--- config.mk ---
export PLATFORM = sky130hd
export DESIGN_NAME = bt_intf
export DESIGN_NICKNAME = d
export VERILOG_FILES = /design/src/rtl/bt_pkg.sv /design/src/rtl/snd_cmd.sv /design/src/rtl/bt_intf.sv
export SDC_FILE = /design/constraint.sdc
export NUM_CORES = 1
export LEC_CHECK = 0
export ABC_AREA = 1
export CORE_MARGIN = 8
export CORE_UTILIZATION = 63
export DETAILED_ROUTE_END_ITERATION = 10
export PLACE_DENSITY = 0.8
export SYNTH_ARGS = -nofsm -noshare
export SYNTH_HDL_FRONTEND = slang
export SYNTH_HIERARCHICAL = 1
export SYNTH_SLANG_ARGS = --single-unit
--- constraint.sdc ---
create_clock -name clk -period 2.4 [get_ports clk]
set_input_delay 0.6 -clock clk [delete_from_list [all_inputs] [get_ports clk]]
set_output_delay 0.6 -clock clk [all_outputs]
set_load 0.005 [all_outputs]
--- src/rtl/bt_pkg.sv ---
// Shared definitions for the RN52 control interface: command ROM, string
// table, FSM states and default timing.
package bt_pkg;

  localparam int         CLKS_PER_BIT_DEF = 434;  // 115200 baud at 50 MHz
  localparam int         WAIT_BITS_DEF    = 17;   // 2**17 clk power-up / reboot wait
  localparam logic [7:0] CR               = 8'h0D;
  localparam int         ROM_AW           = 5;

  typedef enum logic [2:0] {
    PWR_WAIT,
    INIT0,
    INIT1,
    BOOT_WAIT,
    READY,
    SEND
  } state_e;

  typedef enum logic [1:0] {
    CMD_EQ     = 2'd0,  // "S-,HP_EQ\r"
    CMD_REBOOT = 2'd1,  // "R,1\r"
    CMD_NEXT   = 2'd2,  // "AT+\r"
    CMD_PREV   = 2'd3   // "AT-\r"
  } cmd_e;

  // First ROM address of each command string.
  function automatic logic [ROM_AW-1:0] cmd_addr(input logic [1:0] sel);
    case (sel)
      CMD_EQ:     return 5'd0;
      CMD_REBOOT: return 5'd9;
      CMD_NEXT:   return 5'd13;
      default:    return 5'd17;
    endcase
  endfunction

  // Length in bytes of each command string, terminating CR included.
  function automatic logic [3:0] cmd_len(input logic [1:0] sel);
    case (sel)
      CMD_EQ:  return 4'd9;
      default: return 4'd4;
    endcase
  endfunction

  // All four strings packed back to back.
  function automatic logic [7:0] cmd_rom(input logic [ROM_AW-1:0] addr);
    case (addr)
      5'd0:    return "S";
      5'd1:    return "-";
      5'd2:    return ",";
      5'd3:    return "H";
      5'd4:    return "P";
      5'd5:    return "_";
      5'd6:    return "E";
      5'd7:    return "Q";
      5'd8:    return CR;
      5'd9:    return "R";
      5'd10:   return ",";
      5'd11:   return "1";
      5'd12:   return CR;
      5'd13:   return "A";
      5'd14:   return "T";
      5'd15:   return "+";
      5'd16:   return CR;
      5'd17:   return "A";
      5'd18:   return "T";
      5'd19:   return "-";
      default: return CR;
    endcase
  endfunction

endpackage

--- src/rtl/snd_cmd.sv ---
// Streams one command string from the ROM out of an 8N1 UART transmitter.
// Bytes of a string are sent back to back; done pulses for one clk after the
// stop bit of the final byte has completed.
module snd_cmd
  import bt_pkg::*;
#(
  parameter int CLKS_PER_BIT = CLKS_PER_BIT_DEF
) (
  input  logic       clk,
  input  logic       rst_n,
  input  logic       start,
  input  logic [1:0] cmd_sel,
  output logic       TX,
  output logic       done
);

  localparam int            BW        = (CLKS_PER_BIT > 1) ? $clog2(CLKS_PER_BIT) : 1;
  localparam logic [BW-1:0] BAUD_LAST = BW'(CLKS_PER_BIT - 1);

  logic              r_busy;
  logic              r_done;
  logic [BW-1:0]     r_baud;
  logic [3:0]        r_bit;
  logic [ROM_AW-1:0] r_addr;
  logic [3:0]        r_left;   // bytes still to send after the current one
  logic [9:0]        r_shift;  // {stop, data[7:0], start}; bit 0 is on the line

  assign TX   = r_shift[0];
  assign done = r_done;

  // Frame sequencing: load a byte, shift one bit per baud period, chain to the next byte.
  always_ff @(posedge clk or negedge rst_n) begin
    if (!rst_n) begin
      r_busy  <= 1'b0;
      r_done  <= 1'b0;
      r_baud  <= '0;
      r_bit   <= '0;
      r_addr  <= '0;
      r_left  <= '0;
      r_shift <= '1;
    end else begin
      // NOTE: non-blocking assignments here so every register sees the pre-edge
      // values of the others, whatever order the statements are written in.
      r_done <= 1'b0;
      if (!r_busy) begin
        if (start) begin
          r_busy  <= 1'b1;
          r_baud  <= '0;
          r_bit   <= '0;
          r_addr  <= cmd_addr(cmd_sel) + 5'd1;
          r_left  <= cmd_len(cmd_sel) - 4'd1;
          r_shift <= {1'b1, cmd_rom(cmd_addr(cmd_sel)), 1'b0};
        end
      end else if (r_baud == BAUD_LAST) begin
        r_baud <= '0;
        if (r_bit == 4'd9) begin
          // Stop bit finished: either chain the next byte or end the string.
          r_bit <= '0;
          if (r_left == 4'd0) begin
            r_busy  <= 1'b0;
            r_done  <= 1'b1;
            r_shift <= '1;
          end else begin
            r_addr  <= r_addr + 5'd1;
            r_left  <= r_left - 4'd1;
            r_shift <= {1'b1, cmd_rom(r_addr), 1'b0};
          end
        end else begin
          r_bit   <= r_bit + 4'd1;
          r_shift <= {1'b1, r_shift[9:1]};
        end
      end else begin
        r_baud <= r_baud + BW'(1);
      end
    end
  end

endmodule

--- src/rtl/bt_intf.sv ---
// RN52 control interface: powers the module up in command mode, sends the
// init strings, then turns next/prev button releases into AT+ / AT- commands.
module bt_intf
  import bt_pkg::*;
#(
  parameter int CLKS_PER_BIT = CLKS_PER_BIT_DEF,
  parameter int WAIT_BITS    = WAIT_BITS_DEF
) (
  input  logic clk,
  input  logic rst_n,
  input  logic next_n,
  input  logic prev_n,
  output logic cmd_n,
  output logic TX,
  input  logic RX
);

  logic [2:0]           r_next_sync;
  logic [2:0]           r_prev_sync;
  logic [1:0]           r_rx_sync;
  logic                 r_next_pend;
  logic                 r_prev_pend;
  logic [WAIT_BITS-1:0] r_wait;
  logic                 r_cmd_n;
  logic                 r_start;
  state_e               r_state;
  cmd_e                 r_sel;

  state_e w_state_nxt;
  cmd_e   w_sel;
  logic   w_start;
  logic   w_wait_inc;
  logic   w_wait_clr;
  logic   w_cmd_n_fall;
  logic   w_next_clr;
  logic   w_prev_clr;
  logic   w_done;
  logic   w_next_rel;
  logic   w_prev_rel;
  logic   w_wait_full;
  logic   w_rx_unused;

  // A release is the synchronized level going from pressed (0) to idle (1).
  assign w_next_rel  = ~r_next_sync[2] & r_next_sync[1];
  assign w_prev_rel  = ~r_prev_sync[2] & r_prev_sync[1];
  assign w_wait_full = &r_wait;
  assign w_rx_unused = r_rx_sync[1];  // RN52 replies are synchronized but not parsed yet
  assign cmd_n       = r_cmd_n;

  // Bring the asynchronous buttons and RX into the clk domain.
  always_ff @(posedge clk or negedge rst_n) begin
    if (!rst_n) begin
      r_next_sync <= 3'b111;
      r_prev_sync <= 3'b111;
      r_rx_sync   <= 2'b11;
    end else begin
      r_next_sync <= {r_next_sync[1:0], next_n};
      r_prev_sync <= {r_prev_sync[1:0], prev_n};
      r_rx_sync   <= {r_rx_sync[0], RX};
    end
  end

  // Pending flags, wait counter, command-mode pin and the registered send request.
  always_ff @(posedge clk or negedge rst_n) begin
    if (!rst_n) begin
      r_next_pend <= 1'b0;
      r_prev_pend <= 1'b0;
      r_wait      <= '0;
      r_cmd_n     <= 1'b1;
      r_start     <= 1'b0;
      r_sel       <= CMD_EQ;
    end else begin
      // A release in the same cycle as service is a new press and stays pending.
      if (w_next_rel)      r_next_pend <= 1'b1;
      else if (w_next_clr) r_next_pend <= 1'b0;
      if (w_prev_rel)      r_prev_pend <= 1'b1;
      else if (w_prev_clr) r_prev_pend <= 1'b0;

      if (w_wait_clr)      r_wait <= '0;
      else if (w_wait_inc) r_wait <= r_wait + WAIT_BITS'(1);

      if (w_cmd_n_fall) r_cmd_n <= 1'b0;

      r_start <= w_start;
      r_sel   <= w_sel;
    end
  end

  // FSM state register.
  always_ff @(posedge clk or negedge rst_n) begin
    if (!rst_n) r_state <= PWR_WAIT;
    else        r_state <= w_state_nxt;
  end

  // FSM next state and control strobes.
  always_comb begin
    // NOTE: every output gets a default before the case so no path leaves a
    // signal unassigned, which would otherwise infer a latch.
    w_state_nxt  = r_state;
    w_sel        = r_sel;
    w_start      = 1'b0;
    w_wait_inc   = 1'b0;
    w_wait_clr   = 1'b0;
    w_cmd_n_fall = 1'b0;
    w_next_clr   = 1'b0;
    w_prev_clr   = 1'b0;
    case (r_state)
      PWR_WAIT: begin
        w_wait_inc = 1'b1;
        if (w_wait_full) begin
          w_cmd_n_fall = 1'b1;
          w_start      = 1'b1;
          w_sel        = CMD_EQ;
          w_state_nxt  = INIT0;
        end
      end
      INIT0: begin
        if (w_done) begin
          w_start     = 1'b1;
          w_sel       = CMD_REBOOT;
          w_state_nxt = INIT1;
        end
      end
      INIT1: begin
        if (w_done) begin
          w_wait_clr  = 1'b1;
          w_state_nxt = BOOT_WAIT;
        end
      end
      BOOT_WAIT: begin
        w_wait_inc = 1'b1;
        if (w_wait_full) w_state_nxt = READY;
      end
      READY: begin
        if (r_next_pend) begin
          w_next_clr  = 1'b1;
          w_start     = 1'b1;
          w_sel       = CMD_NEXT;
          w_state_nxt = SEND;
        end else if (r_prev_pend) begin
          w_prev_clr  = 1'b1;
          w_start     = 1'b1;
          w_sel       = CMD_PREV;
          w_state_nxt = SEND;
        end
      end
      SEND: begin
        if (w_done) w_state_nxt = READY;
      end
      default: w_state_nxt = PWR_WAIT;
    endcase
  end

  snd_cmd #(
    .CLKS_PER_BIT(CLKS_PER_BIT)
  ) u_snd_cmd (
    .clk    (clk),
    .rst_n  (rst_n),
    .start  (r_start),
    .cmd_sel(r_sel),
    .TX     (TX),
    .done   (w_done)
  );

endmodule

== Yosys cells after proc, flatten, opt, wreduce, memory -nomap -nowiden ==
Memories as Yosys holds them, arrays and structs flattened.
Index checks and enable logic that the tools add are counted.
Operators by class
  add/sub/neg operators: 7
  eq/ne operators: 18
  mux-type cells: 68
  bitwise operators: 4
  reductions and logical operators: 14
Operators with widths (count)
  $mux W4: 12
  $mux W9: 5
  $mux W5: 7
  $mux W17: 2
  $mux W10: 3
  $mux W1: 24
  $mux W3: 7
  $pmux W3 S6: 1
  $add A17 B1 Y17 const B: 1
  $reduce_and A17 Y1: 1
  $pmux W5 S3: 1
  $add A5 B1 Y5 const B: 2
  $ne A2 B2 Y1 const B: 5
  $add A9 B1 Y9 const B: 1
  $eq A9 B9 Y1 const B: 1
  $mux W2: 4
  $reduce_and A4 Y1: 2
  $reduce_bool A2 Y1: 4
  $sub A4 B1 Y4 const B: 2
  $eq A3 B2 Y1 const B: 2
  $eq A3 B3 Y1 const B: 2
  $ne A2 B1 Y1 const B: 3
  $pmux W2 S3: 1
  $reduce_and A6 Y1: 1
  other kinds (15): 17
Word-level totals
  flip-flop bits (word level): 66
  memory bits (read-only): 448
  input bits: 5
  output and inout bits: 2
  logic and storage cells: 129
  memories: 2
Memories
  (no name shown): words 32, width 7, rd ports 1, clocked after Yosys merged registers in 0, wr ports 0, RTL line bt_pkg.sv:46  | case (addr)
  (no name shown): words 32, width 7, rd ports 1, clocked after Yosys merged registers in 0, wr ports 0, RTL line bt_pkg.sv:46

== Longest topological paths before layout ==
  depth after elaboration: 7
  gate-level depth with buffers: 12
  depth with buffers taken out: 12

== Modules after synthesis ==
The synthesis kept the hierarchy.
Modules (own cells, without submodules)
  snd_cmd: times used 1, cells each 312, area each 2301.0 µm², sequential area each 837.1 µm²
  bt_intf: times used 1, cells each 204, area each 1654.1 µm², sequential area each 809.5 µm²

== Least setup slack after synthesis ==
No wires, ideal clock.
  path kind: reg2reg
  start: register r_wait[1]
  end: register r_state[2]
  library setup time: 117 ps
  arrival: 1664 ps
  required time: 2283 ps
  path slack: 619 ps
  cell stages (with the launch flop): 12
  path buffers: 0
  period minus slack after synthesis: 1781 ps
  path through: dfrtp_1 -> ha_1 -> nand3_1 -> nor4_1 -> ha_1 -> inv_1 -> nand3_1 -> o21ai_0 -> nor2_2 -> nand2_1 -> nand2_1 -> nand2_1
On the way
  cells in the longest elaborated chain, start to end: 3
  elaborated cells on any way between the ends: 4
RTL lines
  from (decl): RTL line bt_intf.sv:23  | logic [WAIT_BITS-1:0] r_wait;
  from (signal assigned): RTL line bt_intf.sv:80  | else if (w_wait_inc) r_wait <= r_wait + WAIT_BITS'(1);
  $reduce_and A17 Y1 (*): RTL line bt_intf.sv:46  | assign w_wait_full = &r_wait;
  $ne A2 B2 Y1 (no line)
  $reduce_and A6 Y1 (no line) (*)
  to (signal assigned): RTL line bt_intf.sv:92  | else r_state <= w_state_nxt;
  to (decl): RTL line bt_intf.sv:26  | state_e r_state;
Mark *: on every way between the ends. The rest lies on a longest branch, timed or not.
A chain may end at the register's enable or synchronous reset.

== Worst setup path after layout ==
Same ends and word-level chain as after synthesis.

==> summary.txt <==
Run status
  – Status: finished, final reports clean

Critical path
  – CP Capture Type: flip-flop
  – Delay of the slowest critical-path stage: around 0.40 ns
  – Worst Path Required: 2.63 ns
  – Flop-to-flop setup slack: 0.31 ns
  – Reg2Reg Depth: 11
  – Crit Path Class: reg -> reg
  – Crit start category: flip-flop
  – Reg2Reg Capture Point: r_state[2]
  – Worst path slowest cell: dfrtp_1
  – WP buf/inv: 1
  – Crit path cell chain: ha_1, nand3_1, nor4_1, ha_1, inv_1, nand3_1, o21ai_0, nor2_2, nand2_1, nand2_1, nand2_1
  – Family with the most delay on the worst path: simple AND/OR/NAND/NOR gates
  – CP most frequent cell: nand2_1
  – Max Fanout on Critical Path: 4
  – RR Startpoint: r_wait[1]
  – Crit path arrival time: 2.32 ns

GRT
  – First-pass GRT wire length: between 10000 and 15000 um
  – GRT Total Usage: a little under a fifth
  – Initial antenna violation count: 0
  – Largest net degree at the start of global routing: 43
  – Grt ovf: 0
  – Number of global-route vias before repair: ~3100

Drt
  – DRT iter0 DRCs: 180
  – Via density per instance: 5.35
  – # DRC: 0
  – Pre-antenna DRT Iters: 5
  – Routed wire length: 7770 um
  – Final ANT Viol Nets: 0
  – DR WL/cell: 12.8 um
  – Vias post-DR: around 3300

Floorplanning
  – Rows: 29
  – Die ar.: around 9000 sq um
  – IO Count: 7
  – Core Area: 6200 sq um
  – Starting density of the core: 63.7%
  – Width of the chip: 95.2 um
  – Die Ht: 95.2 um

Clocking
  – Post-CTS setup buffer count: 0
  – H-tree depth: 3
  – Longest Clk Path Bufs: 2
  – CTS buffer count: 9
  – Root Driver: clkbuf_8
  – Hold buffer count at CTS: 0
  – Clock-pin slew on the worst setup and hold paths: 0.08 ns
  – Total clock sinks: 65
  – TritonCTS clock tree: built
  – Clk_lat worst skew: 0.34 ns
  – Post-cts resize count: 0

STA
  – Worst Max-Slew Pin Slew: approximately 0.57 ns
  – Final Slew Violations: 0
  – Post-route setup TNS: 0 ns
  – Fin crit share: 86.9%
  – Hold violation count in the final report: 0
  – Slew margin rel.: 62.0%
  – Final setup fails: 0
  – Skew final: 0.0106 ns
  – Fin crit period: 2.09 ns
  – RSZ-0062 raised after global routing: no
  – Fmax: ~480 MHz

Cells and area
  – Nets: 551
  – Area growth syn-to-layout: 7.69%
  – Most common cell after layout, fill and taps aside: nand2_1
  – Cell area after layout: ~4300 sq um
  – Layout cells sized above 1: 13.6%
  – Most frequent cells in the layout: 138 x nand2_1, 69 x nor2_1, 49 x dfrtp_1, 45 x inv_1, 37 x nand3_1
  – # diodes: 0

Placed design
  – Port Buffer Count: 5
  – Final HPWL DP: between 5000 and 6000 um
  – Routability Congestion: roughly 0.82
  – Placed instance area: 4060 sq um

Min path
  – Min-Delay Path Class: in -> async

Synthesis
  – Mapped Nets: 542
  – Post-synth EDFFs: 0
  – Cell area after synthesis: 3960 sq um
  – Synth Register Bits: 65
  – Yosys Warn Count: 6
  – Syn Inst Count: 516
  – Syn avg cell area: 7.66 sq um
  – Synth cell types: 37
  – Post-synthesis sequential area ratio: between 40% and 50%
  – Post-synth ARST share: between 90% and 100%
  – Primary FF master, synth: dfrtp_1

Pwr
  – Max IR drop VDD: about 0.34 mV
  – Pwr Total: 0.00207 W
  – PD cells: 487 nW/um^2
  – P_leak: 1.96 nW

Job
  – Number of max-cap violations: 0
[report_power, final]
part / switching [W] / internal [W] / total, W
Clock: 0.000452 / 0.000486 / 0.000937
Sequential: 0.00000174 / 0.00110 / 0.00111
Combinational: 0.0000216 / 0.00000691 / 0.0000286
[synth_stat cells, drive strengths merged, types with 2 or more instances]
cell type	count	share of area, %
and3	2	0.32
a22o	3	0.66
nand4	3	0.47
dfrtp	49	31
o21ai	37	5.1
nand3	43	6.4
nand2	147	15
o22ai	4	0.63
buf	11	2.1
inv	52	5.1
nor2	76	8.1
dfstp	16	11
a21oi	26	3.3
nor3	10	1.4
xor2	8	1.8
ha	21	6.6
xnor2	2	0.44
[layout make-up]
type | instances | area, sq um
Tap cell | 77 | 96.3
Inverter | 53 | 204
Clock buffer | 9 | 124
Multi-Input combinational cell | 387 | 2020
Timing Repair Buffer | 9 | 87.6
Fill cell | 530 | 1950
Sequential cell | 65 | 1650
Clock inverter | 7 | 78.8
[state kept, by name (all words and copies together) (netlist names)]
register           cells
u_snd_cmd/r_baud       9
r_sel                  2
r_next_sync            3
u_snd_cmd/done         1
r_start                1
cmd_n                  1
u_snd_cmd/r_shift      9
u_snd_cmd/r_bit        4
r_prev_pend            1
r_wait                17
u_snd_cmd/r_addr       5
r_prev_sync            3
u_snd_cmd/r_left       4
r_state                3
r_next_pend            1
u_snd_cmd/r_busy       1
[per-layer routing]
metal	up-vias	routed length (um)	track usage [%]	part of all wire, %
li1	1672	-	-	-
met1	1524	3550	22.8	46
met2	45	3870	33.1	50
met3	9	262	3.54	3.4
met4	0	85	6.37	1.1
met5	-	0	0	0
[logic make-up (layout without fill, tap and decap cells)]
| group | Yosys count | in the layout | synth area share, % |
|---|---|---|---|
| xor gates and xnor gates | 10 | 10 | 2.21 |
| DFF | 65 | 65 | 41.6 |
| AOI/OAI and AO/OA | 72 | 72 | 10.0 |
| adders and majority gates | 21 | 21 | 6.64 |
| and+or+nand+nor | 284 | 284 | 32.2 |
| buffers and inverters | 64 | 78 | 7.24 |
[worst max path at each step]
stage               from    endpoint  slack (ns)  cells after the start
6_report       r_wait[1]  r_state[2]        0.31                     11
5_1_grt        r_wait[1]  r_state[0]        0.06                     11
4_1_cts        r_wait[1]  r_state[2]        0.30                     11
3_5_place_dp   r_wait[1]  r_state[2]        0.30                     11
3_3_place_gp   r_wait[1]  r_state[0]        0.39                     11
2_1_floorplan  r_wait[1]  r_state[2]        0.62                     11
[metrics by stage]
stage	instances	worst slack, ns	utilization [%]	hold slack, ns
finish	607	0.314	68.6	0.243
global route	607	0.0575	68.6	0.274
CTS	607	0.296	68.6	0.253
detailed placement	591	0.296	65.4	0.349
global placement	591	0.393	65.4	0.347
floorplan	516	0.619	-	0.304
[worst register-to-register path, stage by stage, from the launching register on]
cell     delay (ns)
dfrtp_1        0.40
ha_1           0.21
nand3_1        0.16
nor4_1         0.38
ha_1           0.23
inv_1          0.06
nand3_1        0.07
o21ai_0        0.09
nor2_2         0.18
nand2_1        0.09
nand2_1        0.07
nand2_1        0.05
Note: power is estimated with default switching activity, not from simulation.
